**src/rtl/cpu_pila_pkg.sv**
```systemverilog
// Shared definitions for the cpu_pila stack-machine core: opcodes, instruction
// field positions and the decoded-instruction payload.
package cpu_pila_pkg;

    localparam int unsigned IW      = 16;
    localparam int unsigned NREG    = 16;
    localparam int unsigned RIDX_W  = 4;

    localparam int unsigned OP_MSB  = 15;
    localparam int unsigned OP_LSB  = 12;
    localparam int unsigned RD_MSB  = 11;
    localparam int unsigned RD_LSB  = 8;
    localparam int unsigned RA_MSB  = 7;
    localparam int unsigned RA_LSB  = 4;
    localparam int unsigned RB_MSB  = 3;
    localparam int unsigned RB_LSB  = 0;
    localparam int unsigned IMM_MSB = 7;
    localparam int unsigned IMM_LSB = 0;

    typedef enum logic [3:0] {
        OP_NOP  = 4'h0,
        OP_ADD  = 4'h1,
        OP_SUB  = 4'h2,
        OP_AND  = 4'h3,
        OP_OR   = 4'h4,
        OP_NOT  = 4'h5,
        OP_LI   = 4'h6,
        OP_IN   = 4'h7,
        OP_OUT  = 4'h8,
        OP_J    = 4'h9,
        OP_JZ   = 4'hA,
        OP_JNZ  = 4'hB,
        OP_CALL = 4'hC,
        OP_RET  = 4'hD,
        OP_HALT = 4'hE,
        OP_RSV  = 4'hF
    } opcode_e;

    typedef enum logic {
        ST_RUN  = 1'b0,
        ST_HALT = 1'b1
    } state_e;

    typedef struct packed {
        opcode_e           op;
        logic [RIDX_W-1:0] rd;
        logic [RIDX_W-1:0] ra;
        logic [RIDX_W-1:0] rb;
        logic [7:0]        imm8;
    } instr_t;

    function automatic instr_t decode(input logic [IW-1:0] w);
        instr_t d;
        d.op   = opcode_e'(w[OP_MSB:OP_LSB]);
        d.rd   = w[RD_MSB:RD_LSB];
        d.ra   = w[RA_MSB:RA_LSB];
        d.rb   = w[RB_MSB:RB_LSB];
        d.imm8 = w[IMM_MSB:IMM_LSB];
        return d;
    endfunction

endpackage

```
**src/rtl/pila_retorno.sv**
```systemverilog
// Return-address stack for CALL/RET; the pointer counts 0..SDEPTH so full and
// empty are exact and an overflowing push or underflowing pop is ignored.
module pila_retorno #(
    parameter int unsigned AW     = 10,
    parameter int unsigned SDEPTH = 8
) (
    input  logic          clk,
    input  logic          reset,
    input  logic          push,
    input  logic          pop,
    input  logic [AW-1:0] push_data,
    output logic [AW-1:0] top,
    output logic          full,
    output logic          empty
);

    localparam int unsigned PW = $clog2(SDEPTH);
    localparam logic [PW:0] LP_FULL = (PW+1)'(SDEPTH);

    logic [AW-1:0] r_mem [SDEPTH];
    logic [PW:0]   r_sp;
    logic [PW-1:0] w_top_idx;

    assign w_top_idx = PW'(r_sp - 1'b1);
    assign top       = r_mem[w_top_idx];
    assign full      = (r_sp == LP_FULL);
    assign empty     = (r_sp == '0);

    always_ff @(posedge clk) begin
        if (reset) begin
            r_sp <= '0;
        end else if (push && !full) begin
            r_sp <= r_sp + 1'b1;
        end else if (pop && !empty) begin
            r_sp <= r_sp - 1'b1;
        end
    end

    // Storage needs no reset: entries are only read after being pushed.
    always_ff @(posedge clk) begin
        if (!reset && push && !full) begin
            r_mem[r_sp[PW-1:0]] <= push_data;
        end
    end

endmodule

```
**src/rtl/cpu_pila.sv**
```systemverilog
// cpu_pila: single-cycle 16-register core with a return stack and
// handshaked IN/OUT ports that stall the pc until the transfer completes.
module cpu_pila
    import cpu_pila_pkg::*;
#(
    parameter int unsigned DW     = 16,
    parameter int unsigned AW     = 10,
    parameter int unsigned SDEPTH = 8
) (
    input  logic          clk,
    input  logic          reset,
    output logic [AW-1:0] pc,
    input  logic [IW-1:0] instr,
    input  logic [DW-1:0] in_data,
    input  logic          in_valid,
    output logic          in_ready,
    output logic [DW-1:0] out_data,
    output logic          out_valid,
    input  logic          out_ready,
    output logic          z,
    output logic          ovf,
    output logic          halted,
    output logic          stack_err
);

    state_e        r_state, w_state_nxt;
    logic [AW-1:0] r_pc, w_pc_nxt, w_pc_inc, w_addr, w_top;
    logic [DW-1:0] r_regs [NREG];
    logic          r_z, r_ovf, r_err;
    logic          w_z_nxt, w_ovf_nxt, w_err_nxt;
    logic          w_we, w_push, w_pop, w_full, w_empty;
    logic          w_in_ready, w_out_valid;
    logic [DW-1:0] w_wdata, w_a, w_b, w_add, w_sub;
    instr_t        w_ins;

    assign w_ins    = decode(instr);
    assign w_addr   = instr[AW-1:0];
    assign w_pc_inc = r_pc + 1'b1;
    assign w_a      = (w_ins.ra == '0) ? '0 : r_regs[w_ins.ra];
    assign w_b      = (w_ins.rb == '0) ? '0 : r_regs[w_ins.rb];
    assign w_add    = w_a + w_b;
    assign w_sub    = w_a - w_b;

    pila_retorno #(
        .AW     (AW),
        .SDEPTH (SDEPTH)
    ) u_pila (
        .clk       (clk),
        .reset     (reset),
        .push      (w_push),
        .pop       (w_pop),
        .push_data (w_pc_inc),
        .top       (w_top),
        .full      (w_full),
        .empty     (w_empty)
    );

    // Next-state, next-pc, writeback and handshake decode.
    always_comb begin
        w_state_nxt = r_state;
        w_pc_nxt    = r_pc;
        w_we        = 1'b0;
        w_wdata     = '0;
        w_z_nxt     = r_z;
        w_ovf_nxt   = r_ovf;
        w_err_nxt   = r_err;
        w_push      = 1'b0;
        w_pop       = 1'b0;
        w_in_ready  = 1'b0;
        w_out_valid = 1'b0;
        if (r_state == ST_RUN) begin
            w_pc_nxt = w_pc_inc;
            case (w_ins.op)
                OP_ADD: begin
                    w_we      = 1'b1;
                    w_wdata   = w_add;
                    w_z_nxt   = (w_add == '0);
                    w_ovf_nxt = (w_a[DW-1] == w_b[DW-1]) && (w_add[DW-1] != w_a[DW-1]);
                end
                OP_SUB: begin
                    w_we      = 1'b1;
                    w_wdata   = w_sub;
                    w_z_nxt   = (w_sub == '0);
                    w_ovf_nxt = (w_a[DW-1] != w_b[DW-1]) && (w_sub[DW-1] != w_a[DW-1]);
                end
                OP_AND: begin
                    w_we    = 1'b1;
                    w_wdata = w_a & w_b;
                    w_z_nxt = ((w_a & w_b) == '0);
                end
                OP_OR: begin
                    w_we    = 1'b1;
                    w_wdata = w_a | w_b;
                    w_z_nxt = ((w_a | w_b) == '0);
                end
                OP_NOT: begin
                    w_we    = 1'b1;
                    w_wdata = ~w_a;
                    w_z_nxt = (~w_a == '0);
                end
                OP_LI: begin
                    w_we    = 1'b1;
                    w_wdata = DW'(w_ins.imm8);
                end
                OP_IN: begin
                    if (in_valid) begin
                        w_in_ready = 1'b1;
                        w_we       = 1'b1;
                        w_wdata    = in_data;
                    end else begin
                        w_pc_nxt = r_pc;
                    end
                end
                OP_OUT: begin
                    w_out_valid = 1'b1;
                    if (!out_ready) w_pc_nxt = r_pc;
                end
                OP_J:   w_pc_nxt = w_addr;
                OP_JZ:  if (r_z)  w_pc_nxt = w_addr;
                OP_JNZ: if (!r_z) w_pc_nxt = w_addr;
                OP_CALL: begin
                    if (w_full) begin
                        w_err_nxt   = 1'b1;
                        w_state_nxt = ST_HALT;
                        w_pc_nxt    = r_pc;
                    end else begin
                        w_push   = 1'b1;
                        w_pc_nxt = w_addr;
                    end
                end
                OP_RET: begin
                    if (w_empty) begin
                        w_err_nxt   = 1'b1;
                        w_state_nxt = ST_HALT;
                        w_pc_nxt    = r_pc;
                    end else begin
                        w_pop    = 1'b1;
                        w_pc_nxt = w_top;
                    end
                end
                OP_HALT: begin
                    w_state_nxt = ST_HALT;
                    w_pc_nxt    = r_pc;
                end
                default: ;
            endcase
        end
    end

    always_ff @(posedge clk) begin
        if (reset) begin
            r_state <= ST_RUN;
            r_pc    <= '0;
            r_z     <= 1'b0;
            r_ovf   <= 1'b0;
            r_err   <= 1'b0;
        end else begin
            r_state <= w_state_nxt;
            r_pc    <= w_pc_nxt;
            r_z     <= w_z_nxt;
            r_ovf   <= w_ovf_nxt;
            r_err   <= w_err_nxt;
        end
    end

    // Register file; r0 is never written so it stays zero.
    always_ff @(posedge clk) begin
        if (reset) begin
            for (int i = 0; i < NREG; i++) r_regs[i] <= '0;
        end else if (w_we && (w_ins.rd != '0)) begin
            r_regs[w_ins.rd] <= w_wdata;
        end
    end

    assign pc        = r_pc;
    assign z         = r_z;
    assign ovf       = r_ovf;
    assign halted    = (r_state == ST_HALT);
    assign stack_err = r_err;
    assign in_ready  = w_in_ready;
    assign out_valid = w_out_valid;
    assign out_data  = w_a;

endmodule

```
**config.mk**
```make
export PLATFORM = sky130hd
export DESIGN_NAME = cpu_pila
export DESIGN_NICKNAME = d
export VERILOG_FILES = /design/src/rtl/cpu_pila_pkg.sv /design/src/rtl/pila_retorno.sv /design/src/rtl/cpu_pila.sv
export SDC_FILE = /design/constraint.sdc
export NUM_CORES = 1
export LEC_CHECK = 0
export BUFFER_PORTS_ARGS = -buffer_cell sky130_fd_sc_hd__buf_2
export CAP_MARGIN = 15
export CORE_MARGIN = 1
export CORE_UTILIZATION = 50
export CTS_CLUSTER_SIZE = 28
export DETAILED_ROUTE_END_ITERATION = 10
export GPL_ROUTABILITY_DRIVEN = 0
export HOLD_SLACK_MARGIN = 0.08
export PLACE_DENSITY_LB_ADDON = 0.1
export SLEW_MARGIN = 5
export SYNTH_ARGS = -nofsm -noshare
export SYNTH_HDL_FRONTEND = slang
export SYNTH_SLANG_ARGS = --single-unit
```
**constraint.sdc**
```tcl
create_clock -name clk -period 9.1 [get_ports clk]
set_input_delay 0.91 -clock clk [delete_from_list [all_inputs] [get_ports clk]]
set_output_delay 0.91 -clock clk [all_outputs]
set_load 0.02 [all_outputs]
```
======== Yosys cells after proc, flatten, opt, wreduce, memory -nomap -nowiden ========
Memory sizes are Yosys's and may differ from the RTL's.
Index checks and enable logic that the tools add are counted.
storage, ports and cells
  bits in registers ....................... 18
  bits in latches ......................... 0
  bits in writable memories ............... 336
  ROM bits ................................ 0
  input bits .............................. 36
  output and inout bits ................... 32
  word-level logic and storage cells ...... 118
  memories kept ........................... 2
operators by class
  add/subtract/negate cells ............... 5
  multipliers ............................. 0
  div/mod/pow operators ................... 0
  order comparisons ....................... 0
  equal/unequal tests ..................... 25
  shift-type cells ........................ 0
  mux-type cells .......................... 46
  bitwise gates (word level) .............. 5
  reduce and logical (&&, ||, !) cells .... 29
memories
  name          depth  width  read ports  clocked after Yosys merged registers in  write ports  RTL line            text
  r_regs        16     16     2           0                                        16           cpu_pila.sv:28      logic [DW-1:0] r_regs [NREG];
  u_pila.r_mem  8      10     1           0                                        1            pila_retorno.sv:20  logic [AW-1:0] r_mem [SDEPTH];
operators by type and width
  kind                   count
  $pmux 16 s7            1
  $logic_not 16->1       5
  $mux 16                5
  $pmux 10 s8            1
  $mux 10                6
  $eq 4x4->1 const B     8
  $mux 1                 25
  $add 16x16->16         1
  $and 16x16->16         1
  $eq 4x3->1 const B     4
  $not 16->16            1
  $or 16x16->16          1
  $reduce_or 16->1       1
  $sub 16x16->16         1
  $logic_not 4->1        3
  $mux 4                 3
  $add 10x1->10 const B  1
  $eq 4x2->1 const B     2
  $ne 2x2->1 const B     4
  $logic_and 1x1->1      7
  $pmux 1 s2             3
  $reduce_and 6->1       1
  $reduce_bool 2->1      3
  $reduce_or 6->1        1
  other kinds (14)       21

======== Depth between registers and ports, before layout ========
  word-level depth ........................ 10
  gate-level depth with buffers ........... 20
  gate-level depth less buffers ........... 17

======== Hierarchy ========
From an unflattened synthesis, not the netlist that was laid out.
second synthesis, totals
  cells, all modules ...................... 1644
  area, all modules ....................... 20460.9 µm²
by module, submodules not included
  module        instances  cells an instance  area each (µm²)  seq. area each (µm²)
  cpu_pila      1          1471               16978.8          7967.6
  pila_retorno  1          173                3482.1           2482.4

======== Worst setup path after synthesis ========
Ideal clock, no wire load.
  kind .................................... input to register
  start ................................... input port instr[4]
  end ..................................... memory r_regs[10][14], data pin
  setup time .............................. 0.266 ns
  data arrival time ....................... 5.517 ns
  required time ........................... 8.834 ns
  setup slack ............................. 3.317 ns
  cell stages on the path ................. 20
  path buffers ............................ 4
  cell sequence ........................... buf_2 buf_2 buf_2 mux4_2 a22oi_1 a21oi_1 inv_1 ha_1 inv_1 fa_1 a211o_1 a2111oi_2 o31ai_1 a21oi_1 o311ai_0 xnor2_1 o221ai_1 a21oi_1 buf_2 nor2_1
RTL lines
  element             RTL line        text
  start: declaration  cpu_pila.sv:13  input logic [IW-1:0] instr,
  end: declaration    cpu_pila.sv:28

==> key figures <==
Run status
  – Status: complete, no violations

Logic synthesis
  – Asr flop ratio synth: 0%
  – Mux cell area share after synthesis: 19.4%
  – Post-Synth Simple-Gate Area: 11.4%
  – Dominant synthesized flop cell: edfxtp_1
  – Post-Synth XOR/XNOR Area: 1.80%
  – Post-synth EDFFs: 336
  – Post-synthesis sequential area ratio: 52.5%
  – Synth Warn #: 0
  – Synth unique cells: 71
  – Post-Synth Adder-Cell Area: 3.34%
  – Seq cells post-synth: 354
  – Syn Inst Count: 1,561
  – Cell Area, Synth: 19,900 µm²
  – Compound-gate portion of the synthesized area: 8.05%
  – Avg Cell Area, Syn: 12.8 µm²
  – Largest family of logic cells by synthesized area: multiplexers

Power and ir drop
  – Clock share of power: 36.4%
  – Int Power: 3.03 mW
  – Sequential share of power: 44.4%
  – Net Sw Frac: 28.4%
  – Worst ir drop on vdd: 0.000186 V
  – Net load switching power: 1.20 mW
  – Leak pwr: 7.80 nW
  – Logic pwr share: 19.1%
  – PwrDens: 191 nW/µm²

Timing
  – Unrepaired setup endpoints after global routing: no
  – Slew @ Worst Pin: 1220 ps
  – Hold Vio Cnt, Final: 0
  – Final setup fails: 0
  – Crit share post-route: 65.0%
  – Total negative slack: 0 ps
  – Slew Limit Fails: 0
  – Worst slew margin: 18.7%
  – Final worst path period need: 5920 ps
  – Fmax: 169 MHz
  – Post-Route Skew: 23.9 ps

Placed design
  – Number of port buffers: 67
  – DP Area: 20,900 µm²
  – Detailed placement HPWL: 40.6 mm

Cells and area
  – Commonest non-fill, non-tap cell in the layout: edfxtp_1
  – Post-layout instance area: 22,200 µm²
  – Area of the multi-input gates: 8850 µm²
  – Commonest non-fill, non-tap cells in the layout: edfxtp_1, nor2_1, mux4_2, nand2_1, buf_2
  – Nets: 1,712
  – Layout Area Growth over Synthesis: 11.5%
  – Layout fillers: 3,151
  – Diodes inserted: 0
  – Fraction of layout cells with a size suffix above 1: 22.4%
  – Sequential cell area: 10,500 µm²

Setup path
  – Kind of critical path: input pin to register
  – Buffers & Inverters on Critical Path: 2
  – Slowest CP cell: nor4_4
  – End of the worst register-to-register path: r_regs[9][14]
  – Delay-heaviest family, CP: compound AO/OA/AOI/OAI gates
  – CP Data Arrival Time: 6180 ps
  – Reg2Reg Setup Slack: 3920 ps
  – CP required: 9360 ps
  – CP Capture Type: register
  – CP startpoint kind: input pin
  – Crit path cell chain: buf_4 > buf_4 > mux4_2 > a22oi_1 > a21oi_1 > ha_1 > a21o_1 > or3_1 > o21bai_1 > o31a_1 > o221ai_1 > a21oi_1 > nor2_1 > nor4_4 > nor2_1
  – Slowest cell delay on critical path: 810 ps
  – Max Fanout on Critical Path: 31
  – Path depth of the worst reg2reg path: 17
  – Reg2Reg Launch Point: r_regs[15][0]

Clocking
  – Clk sinks: 354
  – Post-cts resize count: 0
  – CTS clk-pin slew, worst paths: 60 ps
  – Setup Buffers After CTS: 0
  – Clk Latency, worst-skew pair: 560 ps
  – CTS max path bufs: 3
  – CTS buffer count: 40
  – CTS hold repair buffers: 0
  – CTS tree: built
  – H-tree Lvls: 2
  – Root Buffer: clkbuf_16

Global route
  – Vias in the first global route: 14,200
  – Total GRT Usage: 30.9%
  – Initial antenna violation count: 0
  – First-pass GRT wire length: 91.7 mm
  – Global route total overflow: 0
  – Largest net degree at the start of global routing: 53

Detailed routing
  – Wire length per cell: 28.4 µm
  – Drt drc: 0
  – DR vias/cell: 6.54
  – Final WL: 61.8 mm
  – Detailed Routing Iterations Pass 1: 6
  – Post-route ant nets: 0
  – DR vias: 14,200
  – Drt first-iter violations: 1,606

Floorplanning
  – Starting Density: 51.1%
  – Core Footprint: 39,000 µm²
  – Die W: 202 µm
  – Io pins: 68
  – Full die area: 40,600 µm²
  – Die Ht: 202 µm
  – Cell Rows: 72

Min path
  – Hold Crit Class: register to register
  – HP Start: stack_err
  – Hold endpoint: stack_err
  – Worst hold path depth: 2

Run
  – Max capacitance violation total: 0
layout make-up:
| class | count | share of cell area (%) |
|---|---|---|
| Tap cell | 518 | 2.92 |
| Clock buffer | 50 | 4.77 |
| Inverter | 54 | 0.913 |
| Clock inverter | 23 | 0.778 |
| Sequential cell | 354 | 47.1 |
| Multi-Input combinational cell | 1048 | 39.9 |
| Timing Repair Buffer | 126 | 3.71 |
worst max-delay path by stage:
stage          depth (start not counted)        endpoint  slack [ps]     start
6_report                              15  r_regs[13][15]        3180  instr[4]
3_5_place_dp                          15  r_regs[13][15]        2710  instr[4]
4_1_cts                               15  r_regs[13][15]        3250  instr[4]
3_3_place_gp                          15  r_regs[12][15]        2810  instr[4]
2_1_floorplan                         20  r_regs[10][14]        3320  instr[4]
5_1_grt                               15  r_regs[13][15]        2900  instr[4]
cells in the mapped netlist (8+ instances only):
library cell    n  area, µm²
a211oi_1       10       75.1
a21oi_1        42        210
a221oi_1       21        184
a22oi_1        32        240
buf_1          17       63.8
buf_2          23        115
clkbuf_1       77        289
dfxtp_1        18        360
edfxtp_1      336      10100
ha_1           50        626
inv_1          54        203
mux2_2         18        203
mux2i_1        30        300
mux4_2        149       3360
nand2_1        83        312
nand2b_1       24        150
nand3_1        19       95.1
nand4_1        10       62.6
nor2_1        306       1150
nor2b_1        13       81.3
nor3_1         24        120
nor4_1         10       62.6
o211ai_1       18        135
o21ai_0        25        125
o221ai_1        8       70.1
xnor2_1        32        280
xor2_1          9       78.8
worst reg2reg max path, delay by kind of cell, from the launching register on:
kind,cells,cell delay [ps]
and+or+nand+nor,1,80
DFF,1,380
adders and majority gates,2,690
muxes,1,500
AOI/OAI and AO/OA,9,2510
xor gates and xnor gates,1,250
buffers and inverters,3,480
kinds of logic after synthesis:
logic type | Yosys count
simple gates | 521
compound gates | 221
mux | 197
buf+inv | 174
fa+ha+maj | 52
xor+xnor | 41
other cells | 1
flops | 354
routing by layer:
layer	vias up	share of wire [%]	track usage [%]
li1	6068	-	-
met4	0	4.7	14.3
met1	7178	38	40.5
met3	169	9.0	4.73
met2	806	48	50.7
met5	-	0	0
registers in the layout, summed over array words and instances (netlist names):
signal / flops
r_regs: 256
stack_err: 1
u_pila.r_mem: 80
u_pila.r_sp: 4
pc: 10
halted: 1
z: 1
ovf: 1
power groups by stage:
stage	clock network [mW]	registers [mW]	logic, mW
floorplan	0	1.91	0.551
global placement	0	1.91	0.789
detailed placement	0	1.92	0.791
CTS	1.56	1.88	0.796
global route	1.62	1.89	0.862
finish	1.54	1.88	0.810
stage by stage:
| stage | worst slack, ps | power [mW] | hold slack (ps) | std cells | utilization, % |
|---|---|---|---|---|---|
| final | 3180 | 4.24 | 486 | 2173 | 56.9 |
| after global routing | 2900 | 4.37 | 547 | 2173 | 56.9 |
| after CTS | 3250 | 4.24 | 490 | 2169 | 56.8 |
| after detailed placement | 2710 | 2.71 | 476 | 2096 | 53.6 |
| after global placement | 2810 | 2.70 | 452 | 2096 | 53.6 |
| after floorplan | 3320 | 2.46 | 499 | 1576 | - |
No activity file was read; power rests on OpenSTA's default activity.
